--- config.mk ---
export PLATFORM = sky130hd
export DESIGN_NAME = pc_unit_spec
export DESIGN_NICKNAME = d
export VERILOG_FILES = /design/src/rtl/pc_unit_spec_pkg.sv /design/src/rtl/pc_unit_spec_target_calc.sv /design/src/rtl/pc_unit_spec.sv
export SDC_FILE = /design/constraint.sdc
export NUM_CORES = 1
export LEC_CHECK = 0
export CORE_MARGIN = 5
export CORE_UTILIZATION = 46
export CTS_CLUSTER_DIAMETER = 30
export DETAILED_ROUTE_END_ITERATION = 6
export GPL_TIMING_DRIVEN = 1
export PLACE_DENSITY = 0.83
export SYNTH_ARGS = -nofsm -noshare
export SYNTH_HDL_FRONTEND = slang
export SYNTH_SLANG_ARGS = --single-unit
--- constraint.sdc ---
create_clock -name clk -period 5.2 [get_ports clk]
set_clock_uncertainty 0.05 [all_clocks]
set_input_delay 1.04 -clock clk [delete_from_list [all_inputs] [get_ports clk]]
set_output_delay 1.04 -clock clk [all_outputs]
set_load 0.05 [all_outputs]
--- src/rtl/pc_unit_spec_pkg.sv ---
// pc_pkg: control opcodes and classification shared by the PC unit and its target calculator
package pc_pkg;
  localparam logic [5:0] OP_BEQ = 6'd32;
  localparam logic [5:0] OP_BNE = 6'd33;
  localparam logic [5:0] OP_BLT = 6'd34;
  localparam logic [5:0] OP_BLE = 6'd35;
  localparam logic [5:0] OP_J   = 6'd40;
  localparam logic [5:0] OP_JAL = 6'd41;
  localparam logic [5:0] OP_JR  = 6'd42;
  function automatic logic is_ctl(input logic [5:0] op);
    return op inside {OP_BEQ, OP_BNE, OP_BLT, OP_BLE, OP_J, OP_JAL, OP_JR};
  endfunction
endpackage

--- src/rtl/pc_unit_spec_target_calc.sv ---
// pc_target_calc: taken decision and redirect target for the resolving instruction
module pc_target_calc
  import pc_pkg::*;
#(
  parameter int XLEN       = 32,
  parameter int SIGNED_CMP = 0
) (
  input  logic [5:0]      res_op,
  input  logic [XLEN-1:0] res_os,
  input  logic [XLEN-1:0] res_ot,
  input  logic [25:0]     res_addr,
  input  logic [XLEN-1:0] res_imm,
  input  logic [XLEN-1:0] res_pc,
  output logic            taken,
  output logic [XLEN-1:0] target
);
  logic eq, lt;
  assign eq = res_os == res_ot;
  assign lt = (SIGNED_CMP != 0) ? ($signed(res_os) < $signed(res_ot)) : (res_os < res_ot);
  // Branch displacement is in bytes; the PC counts words.
  always_comb begin
    taken  = res_op == OP_BEQ ? eq :
             res_op == OP_BNE ? !eq :
             res_op == OP_BLT ? lt :
             res_op == OP_BLE ? (lt || eq) : is_ctl(res_op);
    target = res_op == OP_JR ? res_os :
             (res_op == OP_J || res_op == OP_JAL) ? XLEN'(res_addr[25:2]) :
             res_pc + XLEN'($signed(res_imm) >>> 2);
  end
endmodule

--- src/rtl/pc_unit_spec.sv ---
// pc_unit_spec: fetch PC generator with freeze or predict-not-taken control handling and perf counters
module pc_unit_spec
  import pc_pkg::*;
#(
  parameter int              XLEN       = 32,
  parameter logic [XLEN-1:0] RESET_PC   = '0,
  parameter int              DEPTH      = 3,
  parameter int              SPECULATE  = 0,
  parameter int              SIGNED_CMP = 0,
  parameter int              CNT_W      = 32
) (
  input  logic             clk,
  input  logic             rstd,
  input  logic             stall,
  input  logic [5:0]       if_op,
  input  logic [5:0]       res_op,
  input  logic [XLEN-1:0]  res_os,
  input  logic [XLEN-1:0]  res_ot,
  input  logic [25:0]      res_addr,
  input  logic [XLEN-1:0]  res_imm,
  input  logic [XLEN-1:0]  res_pc,
  output logic [XLEN-1:0]  pc_out,
  output logic             fetch_valid,
  output logic             flush,
  output logic [CNT_W-1:0] cnt_cycle,
  output logic [CNT_W-1:0] cnt_bubble,
  output logic [CNT_W-1:0] cnt_flush
);
  logic [XLEN-1:0]  pc_q, pc_d, target;
  logic [DEPTH-1:0] ctl_q, ctl_d;
  logic [CNT_W-1:0] cyc_q, cyc_d, bub_q, bub_d, fl_q, fl_d;
  logic             taken, taken_now, freeze;
  pc_target_calc #(.XLEN(XLEN), .SIGNED_CMP(SIGNED_CMP)) u_tgt (
    .res_op(res_op), .res_os(res_os), .res_ot(res_ot), .res_addr(res_addr),
    .res_imm(res_imm), .res_pc(res_pc), .taken(taken), .target(target)
  );
  // The oldest pipe bit is the resolving op itself, so it never freezes fetch.
  assign freeze = (SPECULATE == 0) && (|ctl_q[DEPTH-2:0]);
  always_comb begin
    taken_now   = !stall && taken;
    fetch_valid = !stall && !freeze && !taken_now;
    flush       = (SPECULATE != 0) && taken_now;
    pc_d        = stall ? pc_q : taken_now ? target : freeze ? pc_q : pc_q + XLEN'(1);
    ctl_d       = stall ? ctl_q : flush ? '0 : {ctl_q[DEPTH-2:0], fetch_valid && is_ctl(if_op)};
    cyc_d       = cyc_q + CNT_W'(1);
    bub_d       = bub_q + CNT_W'(!fetch_valid);
    fl_d        = fl_q + CNT_W'(flush);
  end
  always_ff @(posedge clk) begin
    if (rstd) begin
      pc_q  <= RESET_PC;
      ctl_q <= '0;
      cyc_q <= '0;
      bub_q <= '0;
      fl_q  <= '0;
    end else begin
      pc_q  <= pc_d;
      ctl_q <= ctl_d;
      cyc_q <= cyc_d;
      bub_q <= bub_d;
      fl_q  <= fl_d;
    end
  end
  assign pc_out     = pc_q;
  assign cnt_cycle  = cyc_q;
  assign cnt_bubble = bub_q;
  assign cnt_flush  = fl_q;
endmodule

==> impl_results.md, run 1 <==
- Static Leak: 4.162 nW
- Maximum VDD drop: 0.1783 mV
- Routed wire length per instance: 17.96 um
- Sinks on the clock net: 98
- Total length of routed wires: 26.91 mm
- Clock network fraction of total power: 28.7%
- CP arrival: 3.68 ns
- Detailed-router iteration count before antenna repair: 7
- Antenna diode count: 0
- Final #Nets: 1506
- Netlist area before placement: 8048 um^2
- Final count of hold timing violations: 0
- Status: completed
- Final TNS setup: 0 ns
- Synth Register Bits: 98
- Max cap viols: 0
- Cell internal power dissipation: 1.410 mW
- Type of the most critical hold path: flip-flop to flip-flop
- Total via count after detailed routing: 8539
- Number of levels the H-tree was split into: 3
- Final setup violation count: 0
- Post-cts hold buffer count: 0
- Total number of placement rows: 48
- CP endpoint kind: primary output
- Layout fillers: 1499
- Transition time of the tightest slew-check pin: 0.7281 ns
- Effective utilization at floorplan: 46.69%
- Die extent in x: 142.3 um
- Critical Path Source Type: input pin
- Power per cell area: 195.4 nW/um^2
- Clock transition time at the flip-flop clock pins of the worst setup and hold paths: 0.07 ns
- Post-synthesis instance total: 1030
- Sequential power share: 36.9%
- WL met3: 2.355 mm
- Sequential cell area fraction in the yosys report: 24.38%
- RSZ-0062 raised after global routing: false
- Logic gate share of total power: 34.4%
- Count of warnings emitted by yosys: 0
- Via density: 5.700
- Worst-path maximum fanout: 4
- Antenna violations before repair: 0
- Number of distinct library cells after synthesis: 82
- Area fraction of the dominant cell type after synthesis: 24.38%
- Global route overflow: 0
- Vias in the first global route: 8250
- Final core area utilization: 63.59%
- Wl on met1: 10.69 mm
- Weighted congestion at the end of routability-driven global placement: 0.9740
- Max-slew headroom at the worst pin: 51.28%
- Number of buffers inserted to repair setup after CTS: 0
- Starting DRC count in detailed routing: 446
- Final-layout worst hold slack: 0.4148 ns
- Switching component of the power: 0.7320 mW
- Total of buffers placed on input and output ports: 261
- Die Footprint: 20240 um^2
- Clock insertion delay at the later pin of the skew report: 0.34 ns
- Max Clk Rate: 209.7 MHz
- Number of buffers inserted during clock tree synthesis: 9
- Total of cells resized after clock tree synthesis: 0
- Pin count of the biggest net entering global routing: 53
- Post-route minimum period: 4.769 ns
- Sum of met2 wire segment lengths after detailed routing: 12.90 mm
- Top flip-flop cell by instance count after synthesis: dfxtp_1
- Wire length of the first global-routing pass: 41.51 mm
- Root cell of the clock tree: clkbuf_16
- Layout cell share with drive strength beyond 1: 3.849%
- Placed Instance Area: 10690 um^2
- Placeable Area: 17240 um^2
- Share of flip-flops with an asynchronous set or reset after synthesis: 0%
- Number of antenna-violating nets in the routed design: 0
- Most area-hungry cell type in the Yosys netlist: dfxtp_1
- Global-route usage over all layers: 25.26%
- Finished Cell Area: 10960 um^2
- Number of design rule violations left after detail routing: 0
- Highest routing layer actually used: met4
- Layout Area Growth over Synthesis: 36.19%
- DP HPWL: 22.02 mm
- Clock tree from TritonCTS: done
- Dpl ws: 0.2658 ns
- Floorplan die height: 142.3 um
- Number of enable flip-flop cells after synthesis: 0
- Main area contributors after synthesis: dfxtp_1 (24%), ha_1 (10%), xor2_1 (5.8%)
- Final worst-path cycle share: 91.72%
- Synthesized area divided by synthesized cell count: 7.813 um^2
- Worst Slack Setup Final: 0.4306 ns
- Max Transition Viols Final: 0
- Critical path required time: 4.11 ns
- Switching part of the total power: 34.17%
- Crit Path Category: input pin to primary output
- Maximum root-to-sink buffer count: 2
- Num ports: 299
==> routing by layer <==
| metal | global-route usage, % | up-vias |
|---|---|---|
| li1 | - | 4141 |
| met1 | 31.11 | 3939 |
| met2 | 43.98 | 389 |
| met3 | 4.402 | 70 |
| met4 | 9.545 | 0 |
| met5 | 0 | - |
==> layout by cell type (no fill, tap or decap), types with 8 or more instances in the layout <==
| master | count |
|---|---|
| xnor2_1 | 42 |
| nor2_1 | 113 |
| inv_1 | 45 |
| nor2b_1 | 12 |
| ha_1 | 67 |
| buf_4 | 11 |
| nor3_1 | 16 |
| and3_1 | 14 |
| clkdlybuf4s50_1 | 259 |
| nand3_1 | 44 |
| o211ai_1 | 17 |
| a21oi_1 | 65 |
| a21o_1 | 14 |
| nand2_1 | 81 |
| dfxtp_1 | 98 |
| clkbuf_16 | 9 |
| or3_1 | 24 |
| a211oi_1 | 25 |
| conb_1 | 33 |
| xor2_1 | 53 |
| and2_1 | 10 |
| o21ai_0 | 47 |
| nand4_1 | 41 |
| a221oi_1 | 8 |
| mux2i_1 | 9 |
==> power by group through the flow <==
| stage | sequential (mW) | clock, mW | combinational (mW) |
|---|---|---|---|
| 6_report | 0.790 | 0.616 | 0.736 |
| 4_1_cts | 0.790 | 0.629 | 0.726 |
| 3_3_place_gp | 0.806 | 0 | 0.713 |
| 3_5_place_dp | 0.807 | 0 | 0.723 |
| 5_1_grt | 0.793 | 0.654 | 0.790 |
| 2_1_floorplan | 0.863 | 0 | 0.413 |
==> cell usage after synthesis, types with 3 or more instances <==
cell type / n
ha_1: 67
nor3_1: 16
and4_1: 7
buf_4: 35
buf_6: 5
a21boi_0: 3
mux2i_1: 9
a21o_1: 14
and2_1: 10
nor4_1: 6
nand3_1: 44
nor3b_1: 4
dfxtp_1: 98
o211ai_1: 17
a21oi_1: 65
nand2_1: 81
a311oi_1: 3
buf_2: 3
nor2b_1: 12
a31oi_1: 5
clkbuf_1: 26
a211oi_1: 25
o22ai_1: 6
or3_1: 24
xnor2_1: 42
o21ai_0: 47
a221oi_1: 8
xor2_1: 53
nand2b_1: 4
buf_1: 6
nand4_1: 41
a211o_1: 5
o21a_1: 7
and3_1: 14
o21bai_1: 5
nor2_1: 113
inv_1: 45
==> sequential cells by signal (all words and copies together), names as in the netlist <==
name        flops
cnt_cycle      32
ctl_q           2
pc_out         32
cnt_bubble     32
==> metrics by stage <==
stage | instances | power [mW]
2_1_floorplan | 1062 | 1.276
3_3_place_gp | 1483 | 1.520
4_1_cts | 1498 | 2.145
3_5_place_dp | 1483 | 1.530
6_report | 1498 | 2.142
5_1_grt | 1498 | 2.236
==> cell type report <==
| type | instances | area [um^2] | area share, % |
|---|---|---|---|
| Clock buffer | 10 | 229.0 | 2.089 |
| Clock inverter | 5 | 41.29 | 0.3767 |
| Inverter | 45 | 168.9 | 1.541 |
| Multi-Input combinational cell | 844 | 5583 | 50.94 |
| Sequential cell | 98 | 1962 | 17.90 |
| Tap cell | 225 | 281.5 | 2.568 |
| Timing Repair Buffer | 271 | 2695 | 24.59 |
==> critical path, cell delays in order <==
cell             delay [ns]
clkdlybuf4s50_1        0.45
inv_1                  0.04
ha_1                   0.33
nand4_1                0.16
nor4_2                 0.55
a211o_1                0.20
o211ai_1               0.09
o21ba_2                0.23
nor2_2                 0.14
nand2_1                0.12
inv_1                  0.16
buf_12                 0.15
==> kinds of logic after synthesis <==
| logic type | after synthesis | share of synthesized area [%] |
|---|---|---|
| other | 1 | 0.04660 |
| multiplexers | 9 | 1.119 |
| flip-flops | 98 | 24.38 |
| buffers and inverters | 120 | 7.742 |
| AO/OA/AOI/OAI | 248 | 21.27 |
| adder cells (fa/ha/maj) | 68 | 10.67 |
| XOR/XNOR | 95 | 10.34 |
| AND/OR/NAND/NOR | 391 | 24.44 |
==> final timing paths <==
path | startpoint | depth (start not counted) | to | slack (ns)
max | res_ot[13] | 12 | fetch_valid | 0.43
min | cnt_cycle[0] | 1 | cnt_cycle[0] | 0.41
max reg2reg | cnt_cycle[3] | 8 | cnt_cycle[31] | 2.74
min reg2reg | cnt_cycle[0] | 1 | cnt_cycle[0] | 0.41
No activity file was read; power rests on OpenSTA's default activity.
==> run 2: changes to the inputs <==
Settings changed: CORE_MARGIN 5 to not set, CORE_UTILIZATION 46 to 47, CTS_BUF_LIST set to sky130_fd_sc_hd__clkbuf_8, HOLD_SLACK_MARGIN set to 0.1, PLACE_DENSITY 0.83 to 0.84.
==> run 2 against run 1 <==
  * Hold slack gained 0.038 ns
  * Global-route usage grew 2.4 points
  * Die area shrank 13%
  * Critical path type unchanged
  * Highest routed layer unchanged
==> impl_results.md, run 2 (synthesis gave the netlist of run 1 again) <==
- Status: completed
- Flop2flop setup slack: 2.60 ns
- Final TNS setup: 0 ns
- Number of design rule violations left after detail routing: 0
- Effective utilization at floorplan: 48.36%
- DP HPWL: 20.04 mm
- Post-cts hold buffer count: 0
- Floorplan die height: 132.9 um
- WL met3: 1.915 mm
- Die Footprint: 17650 um^2
- Launch point of the critical path: res_ot[19]
- Antenna diode count: 0
- Total of buffers placed on input and output ports: 261
- Clock insertion delay at the later pin of the skew report: 0.37 ns
- Number of buffers inserted during clock tree synthesis: 9
- Sum of met2 wire segment lengths after detailed routing: 11.99 mm
- Dpl ws: 0.1758 ns
- Root cell of the clock tree: clkbuf_8
- Longest individual stage delay on the worst path: 0.47 ns
- Critical path required time: 4.11 ns
- Num ports: 299
- Wl on met1: 10.07 mm
- Number of buffers inserted to repair setup after CTS: 0
- Worst Slack Setup Final: 0.4873 ns
- Static Leak: 4.127 nW
- Max cap viols: 0
- Routed wire length per instance: 16.60 um
- Pin count of the biggest net entering global routing: 103
- Vias in the first global route: 7978
- Die extent in x: 132.9 um
- Final core area utilization: 65.27%
- Maximum root-to-sink buffer count: 2
- Beginning of the worst register-to-register path: ctl_q[0]
- Max-slew headroom at the worst pin: 29.10%
- Slowest CP cell: nor4_1
- Crit path capture: fetch_valid
- Final worst-path cycle share: 90.63%
- Final #Nets: 1505
- Max Clk Rate: 212.2 MHz
- Crit path cell chain: clkdlybuf4s50_1, inv_1, ha_1, nand4_1, nor4_1, a211o_1, o211ai_1, o21ba_2, nor2_2, nand2_1, inv_1, buf_12
- Maximum VDD drop: 0.1194 mV
- Total length of routed wires: 24.78 mm
- Worst-path maximum fanout: 3
- Number of levels the H-tree was split into: 3
- Layout Area Growth over Synthesis: 34.98%
- Total number of placement rows: 47
- Min-Delay Startpoint: cnt_bubble[31]
- Clock tree from TritonCTS: done
- R2r worst-path depth: 11
- Highest routing layer actually used: met4
- RSZ-0062 raised after global routing: false
- Finished Cell Area: 10860 um^2
- Wire length of the first global-routing pass: 39.28 mm
- Placeable Area: 16640 um^2
- Crit Path Category: input pin to primary output
- Total via count after detailed routing: 8494
- Critical path buffers and inverters: 4
- Crit Reg-Reg Endpoint: cnt_bubble[24]
- CP arrival: 3.62 ns
- Cell seen most often among critical-path stages: inv_1
- Critical Path Source Type: input pin
- Delay-heaviest family, CP: simple AND/OR/NAND/NOR gates
- CP endpoint kind: primary output
- Via density: 5.689
- Highest-count cells in the layout ignoring fill and taps: clkdlybuf4s50_1 (259), nor2_1 (113), dfxtp_1 (98)
- Type of the most critical hold path: flip-flop to flip-flop
- Total chip power: 1.991 mW
- Detailed-router iteration count before antenna repair: 5
- Final count of hold timing violations: 0
- Layout cell share with drive strength beyond 1: 3.849%
- Clock transition time at the flip-flop clock pins of the worst setup and hold paths: 0.09 ns
- Global-route usage over all layers: 27.65%
- Most common library cell in the layout ignoring fill and taps: clkdlybuf4s50_1
- Number of logic stages on the critical path including buffering: 12
- Starting DRC count in detailed routing: 505
- Global route overflow: 0
- Placed Instance Area: 10680 um^2
- Transition time of the tightest slew-check pin: 1.063 ns
- Post-route minimum period: 4.713 ns
- Max Transition Viols Final: 0
- Final setup violation count: 0
- Sinks on the clock net: 98
- Antenna violations before repair: 0
- Total of cells resized after clock tree synthesis: 0
- Weighted congestion at the end of routability-driven global placement: 0.9688
- Number of antenna-violating nets in the routed design: 0
- Power per cell area: 183.2 nW/um^2
## run 2: changes by cell type in the layout (fill, tap and decap cells not counted)
cell and delta:
clkbuf_16 -9, inv_6 +1, inv_8 +1, clkinvlp_4 -1, clkbuf_1 -1, clkinv_4 -1, inv_1 +1, clkbuf_8 +10
buf_4 -1
## run 2: metrics by stage
step | hold slack (ns) | std cells
after floorplan | 0.4544 | 1062
after global placement | 0.3953 | 1477
after detailed placement | 0.4134 | 1477
after CTS | 0.4567 | 1493
after global routing | 0.4931 | 1493
final | 0.4524 | 1493
## run 2: how the worst min path moves through the flow
stage | end | slack [ns] | cells after the start
4_1_cts | cnt_bubble[31] | 0.46 | 2
2_1_floorplan | ctl_q[0] | 0.45 | 2
3_3_place_gp | cnt_cycle[0] | 0.40 | 1
5_1_grt | cnt_cycle[0] | 0.49 | 1
3_5_place_dp | cnt_cycle[0] | 0.41 | 1
6_report | cnt_bubble[31] | 0.45 | 2
## run 2: layout make-up
class	instances	area, um^2
Sequential cell	98	1962
Inverter	45	168.9
Clock buffer	10	137.6
Multi-Input combinational cell	844	5583
Clock inverter	6	48.80
Tap cell	220	275.3
Timing Repair Buffer	270	2688
Fill cell	1414	5779
## run 2: layer usage
metal / global-route usage, % / vias to the layer above
li1: - / 4157
met1: 34.02 / 3880
met2: 48.17 / 405
met3: 3.755 / 52
met4: 11.56 / 0
met5: 0 / -
## run 2: where the power goes
group,switching (mW),total (mW),internal [mW]
clock,0.282,0.475,0.193
sequential,0.0237,0.792,0.768
combinational,0.408,0.724,0.316
## run 2: worst reg2reg max path, delay by kind of cell (launching register included)
kind	cells	cell delay, ns
xor+xnor	1	0.16
fa+ha+maj	2	0.47
buf+inv	1	0.16
flops	1	0.37
simple gates	7	1.23
==> run 3: changes to the inputs <==
Settings changed: ABC_AREA set to 1, CORE_UTILIZATION 47 to 30, PLACE_DENSITY 0.84 to not set.
==> run 3 against run 2 <==
  * Sequential cell count did not move
  * Via count rose by 23%
  * Highest routed layer unchanged
  * Largest power group is now combinational logic
  * Maximum frequency grew 0.64%
  * Hold slack worse by 0.034 ns
  * Routed wire length is 34% higher
  * Global-route usage is 6.9 points lower
  * First-iteration DRC count grew 57%
==> impl_results.md, run 3 <==
- Share of flip-flops with an asynchronous set or reset after synthesis: 0%
- Global-route usage over all layers: 20.72%
- Area fraction of the dominant cell type after synthesis: 21.00%
- Die extent in x: 178.5 um
- Number of placed instances with taps included: 2195
- Critical Path Source Type: input pin
- Leading post-synthesis cells by instance count: nand2_1 (430), inv_1 (231), nor2_1 (165)
- Sequential cell area fraction in the yosys report: 21.00%
- Total of cells resized after clock tree synthesis: 0
- Worst-path maximum fanout: 3
- Post-route minimum period: 4.683 ns
- Most common library cell in the layout ignoring fill and taps: nand2_1
- Total number of placement rows: 64
- Main area contributors after synthesis: dfxtp_1 (21%), nand2_1 (17%), inv_1 (9.3%)
- Placeable Area: 30590 um^2
- Cell seen most often among critical-path stages: nand2_1
- Delay-heaviest family, CP: simple AND/OR/NAND/NOR gates
- RSZ-0062 raised after global routing: false
- Transition time of the tightest slew-check pin: 0.6955 ns
- Type of the most critical hold path: flip-flop to flip-flop
- Power per cell area: 172.8 nW/um^2
- Max cap viols: 0
- Pin count of the biggest net entering global routing: 57
- Total length of routed wires: 33.22 mm
- Critical path buffers and inverters: 1
- Final #Nets: 2047
- Maximum VDD drop: 0.1112 mV
- Sinks on the clock net: 98
- Total of buffers placed on input and output ports: 261
- Clock tree from TritonCTS: done
- Critical path required time: 5.44 ns
- Final setup violation count: 0
- Weighted congestion at the end of routability-driven global placement: 0.9384
- Starting DRC count in detailed routing: 792
- Number of enable flip-flop cells after synthesis: 0
- Final count of hold timing violations: 0
- Clock insertion delay at the later pin of the skew report: 0.39 ns
- Max Transition Viols Final: 0
- Total via count after detailed routing: 10450
- Slowest CP cell: clkdlybuf4s50_1
- CP arrival: 4.92 ns
- Number of design rule violations left after detail routing: 0
- Highest-count cells in the layout ignoring fill and taps: nand2_1 (430), clkdlybuf4s50_1 (259), inv_1 (232)
- Crit Path Category: input pin to flip-flop
- Most area-hungry cell type in the Yosys netlist: dfxtp_1
- Maximum root-to-sink buffer count: 2
- Floorplan die height: 178.5 um
- DP HPWL: 27.28 mm
- Routed wire length per instance: 15.01 um
- Number of levels the H-tree was split into: 3
- Post-synthesis instance total: 1560
- Root cell of the clock tree: clkbuf_8
- Detailed-router iteration count before antenna repair: 5
- CP endpoint kind: flip-flop
- Post-cts hold buffer count: 0
- Number of distinct library cells after synthesis: 46
- Fin cells: 2213
- Synthesized area divided by synthesized cell count: 5.987 um^2
- Layout Area Growth over Synthesis: 32.94%
- Number of antenna-violating nets in the routed design: 0
- Num ports: 299
- Layout cell share with drive strength beyond 1: 3.857%
- Final TNS setup: 0 ns
- Finished Cell Area: 12420 um^2
- Top flip-flop cell by instance count after synthesis: dfxtp_1
- Layout fillers: 3312
- Final core area utilization: 40.59%
- Placed Instance Area: 12220 um^2
- Die Footprint: 31840 um^2
- Max-slew headroom at the worst pin: 53.64%
- Number of buffers inserted to repair setup after CTS: 0
- Status: completed
- Vias in the first global route: 9674
- Netlist area before placement: 9340 um^2
- Clock transition time at the flip-flop clock pins of the worst setup and hold paths: 0.10 ns
- Final worst-path cycle share: 90.05%
- Synth Register Bits: 98
- Via density: 4.724
- Count of warnings emitted by yosys: 0
- Number of buffers inserted during clock tree synthesis: 9
- Wire length of the first global-routing pass: 51.50 mm
- Antenna violations before repair: 2
- Cell with the most instances after synthesis: nand2_1
- Longest individual stage delay on the worst path: 0.46 ns
- Static Leak: 5.423 nW
- Global route overflow: 0
- Max Clk Rate: 213.6 MHz
- Effective utilization at floorplan: 30.53%
[run 3: cell types whose count changed in the layout (fill, tap and decap cells not counted), moves of 14 or more]
| cell | change |
|---|---|
| nand2_1 | +349 |
| inv_1 | +186 |
| nand3_1 | +64 |
| nor2_1 | +51 |
| nor3_1 | +40 |
| xnor2_1 | -30 |
| a21oi_1 | +25 |
| a211oi_1 | -24 |
| or3_1 | -24 |
| xor2_1 | -20 |
| o211ai_1 | -14 |
[run 3: cells by family after synthesis]
logic type / count (synthesis) / share of synthesized area [%]
and+or+nand+nor: 858 / 40.33
buffers and inverters: 300 / 13.95
AOI/OAI and AO/OA: 189 / 11.16
DFF: 98 / 21.00
adders and majority gates: 68 / 9.190
xor gates and xnor gates: 45 / 4.220
other: 1 / 0.04015
muxes: 1 / 0.1072
[run 3: final cells by class]
cell class / count / area, um^2 / area share, %
Clock buffer: 9 / 123.9 / 0.9976
Antenna cell: 2 / 5.005 / 0.04031
Multi-Input combinational cell: 1194 / 6198 / 49.92
Clock inverter: 7 / 66.31 / 0.5341
Sequential cell: 98 / 1962 / 15.80
Timing Repair Buffer: 271 / 2680 / 21.58
Inverter: 236 / 885.9 / 7.134
Tap cell: 396 / 495.5 / 3.990
[run 3: stage by stage]
stage / total power [mW] / worst slack [ns] / hold slack [ns]
detailed placement: 1.649 / 0.03336 / 0.3975
global placement: 1.644 / 0.1541 / 0.3935
CTS: 2.173 / 0.4529 / 0.4163
global route: 2.298 / 0.03865 / 0.4512
floorplan: 1.352 / 0.9788 / 0.3837
finish: 2.145 / 0.5174 / 0.4181
[run 3: worst min-delay path, delay by kind of cell (launching register included)]
kind | cells | cell delay, ns
buffers and inverters | 1 | 0.05
AO/OA/AOI/OAI | 1 | 0.05
flip-flops | 1 | 0.32
[run 3: power breakdown]
part / switching (mW) / total [mW] / leakage, nW / internal (mW)
Combinational: 0.504 / 0.828 / 4.52 / 0.324
Clock: 0.290 / 0.512 / 0.105 / 0.222
Sequential: 0.0322 / 0.805 / 0.795 / 0.773
Total: 0.826 / 2.15 / 5.42 / 1.32
[run 3: worst paths after layout]
path / startpoint / end / slack, ns / cells after the start
worst max-delay path: res_os[7] / cnt_bubble[28] / 0.52 / 25
worst min-delay path: ctl_q[1] / ctl_q[1] / 0.42 / 2
worst max register to register: ctl_q[0] / cnt_bubble[28] / 2.60 / 17
worst min register to register: ctl_q[1] / ctl_q[1] / 0.42 / 2
[run 3: routing by layer]
layer | GRT usage [%] | share of wire [%] | vias to the layer above
met3 | 4.156 | 6.3 | 23
met5 | 0 | 0 | -
met1 | 26.97 | 46 | 4700
met4 | 3.884 | 1.3 | 0
li1 | - | - | 5435
met2 | 35.26 | 47 | 296
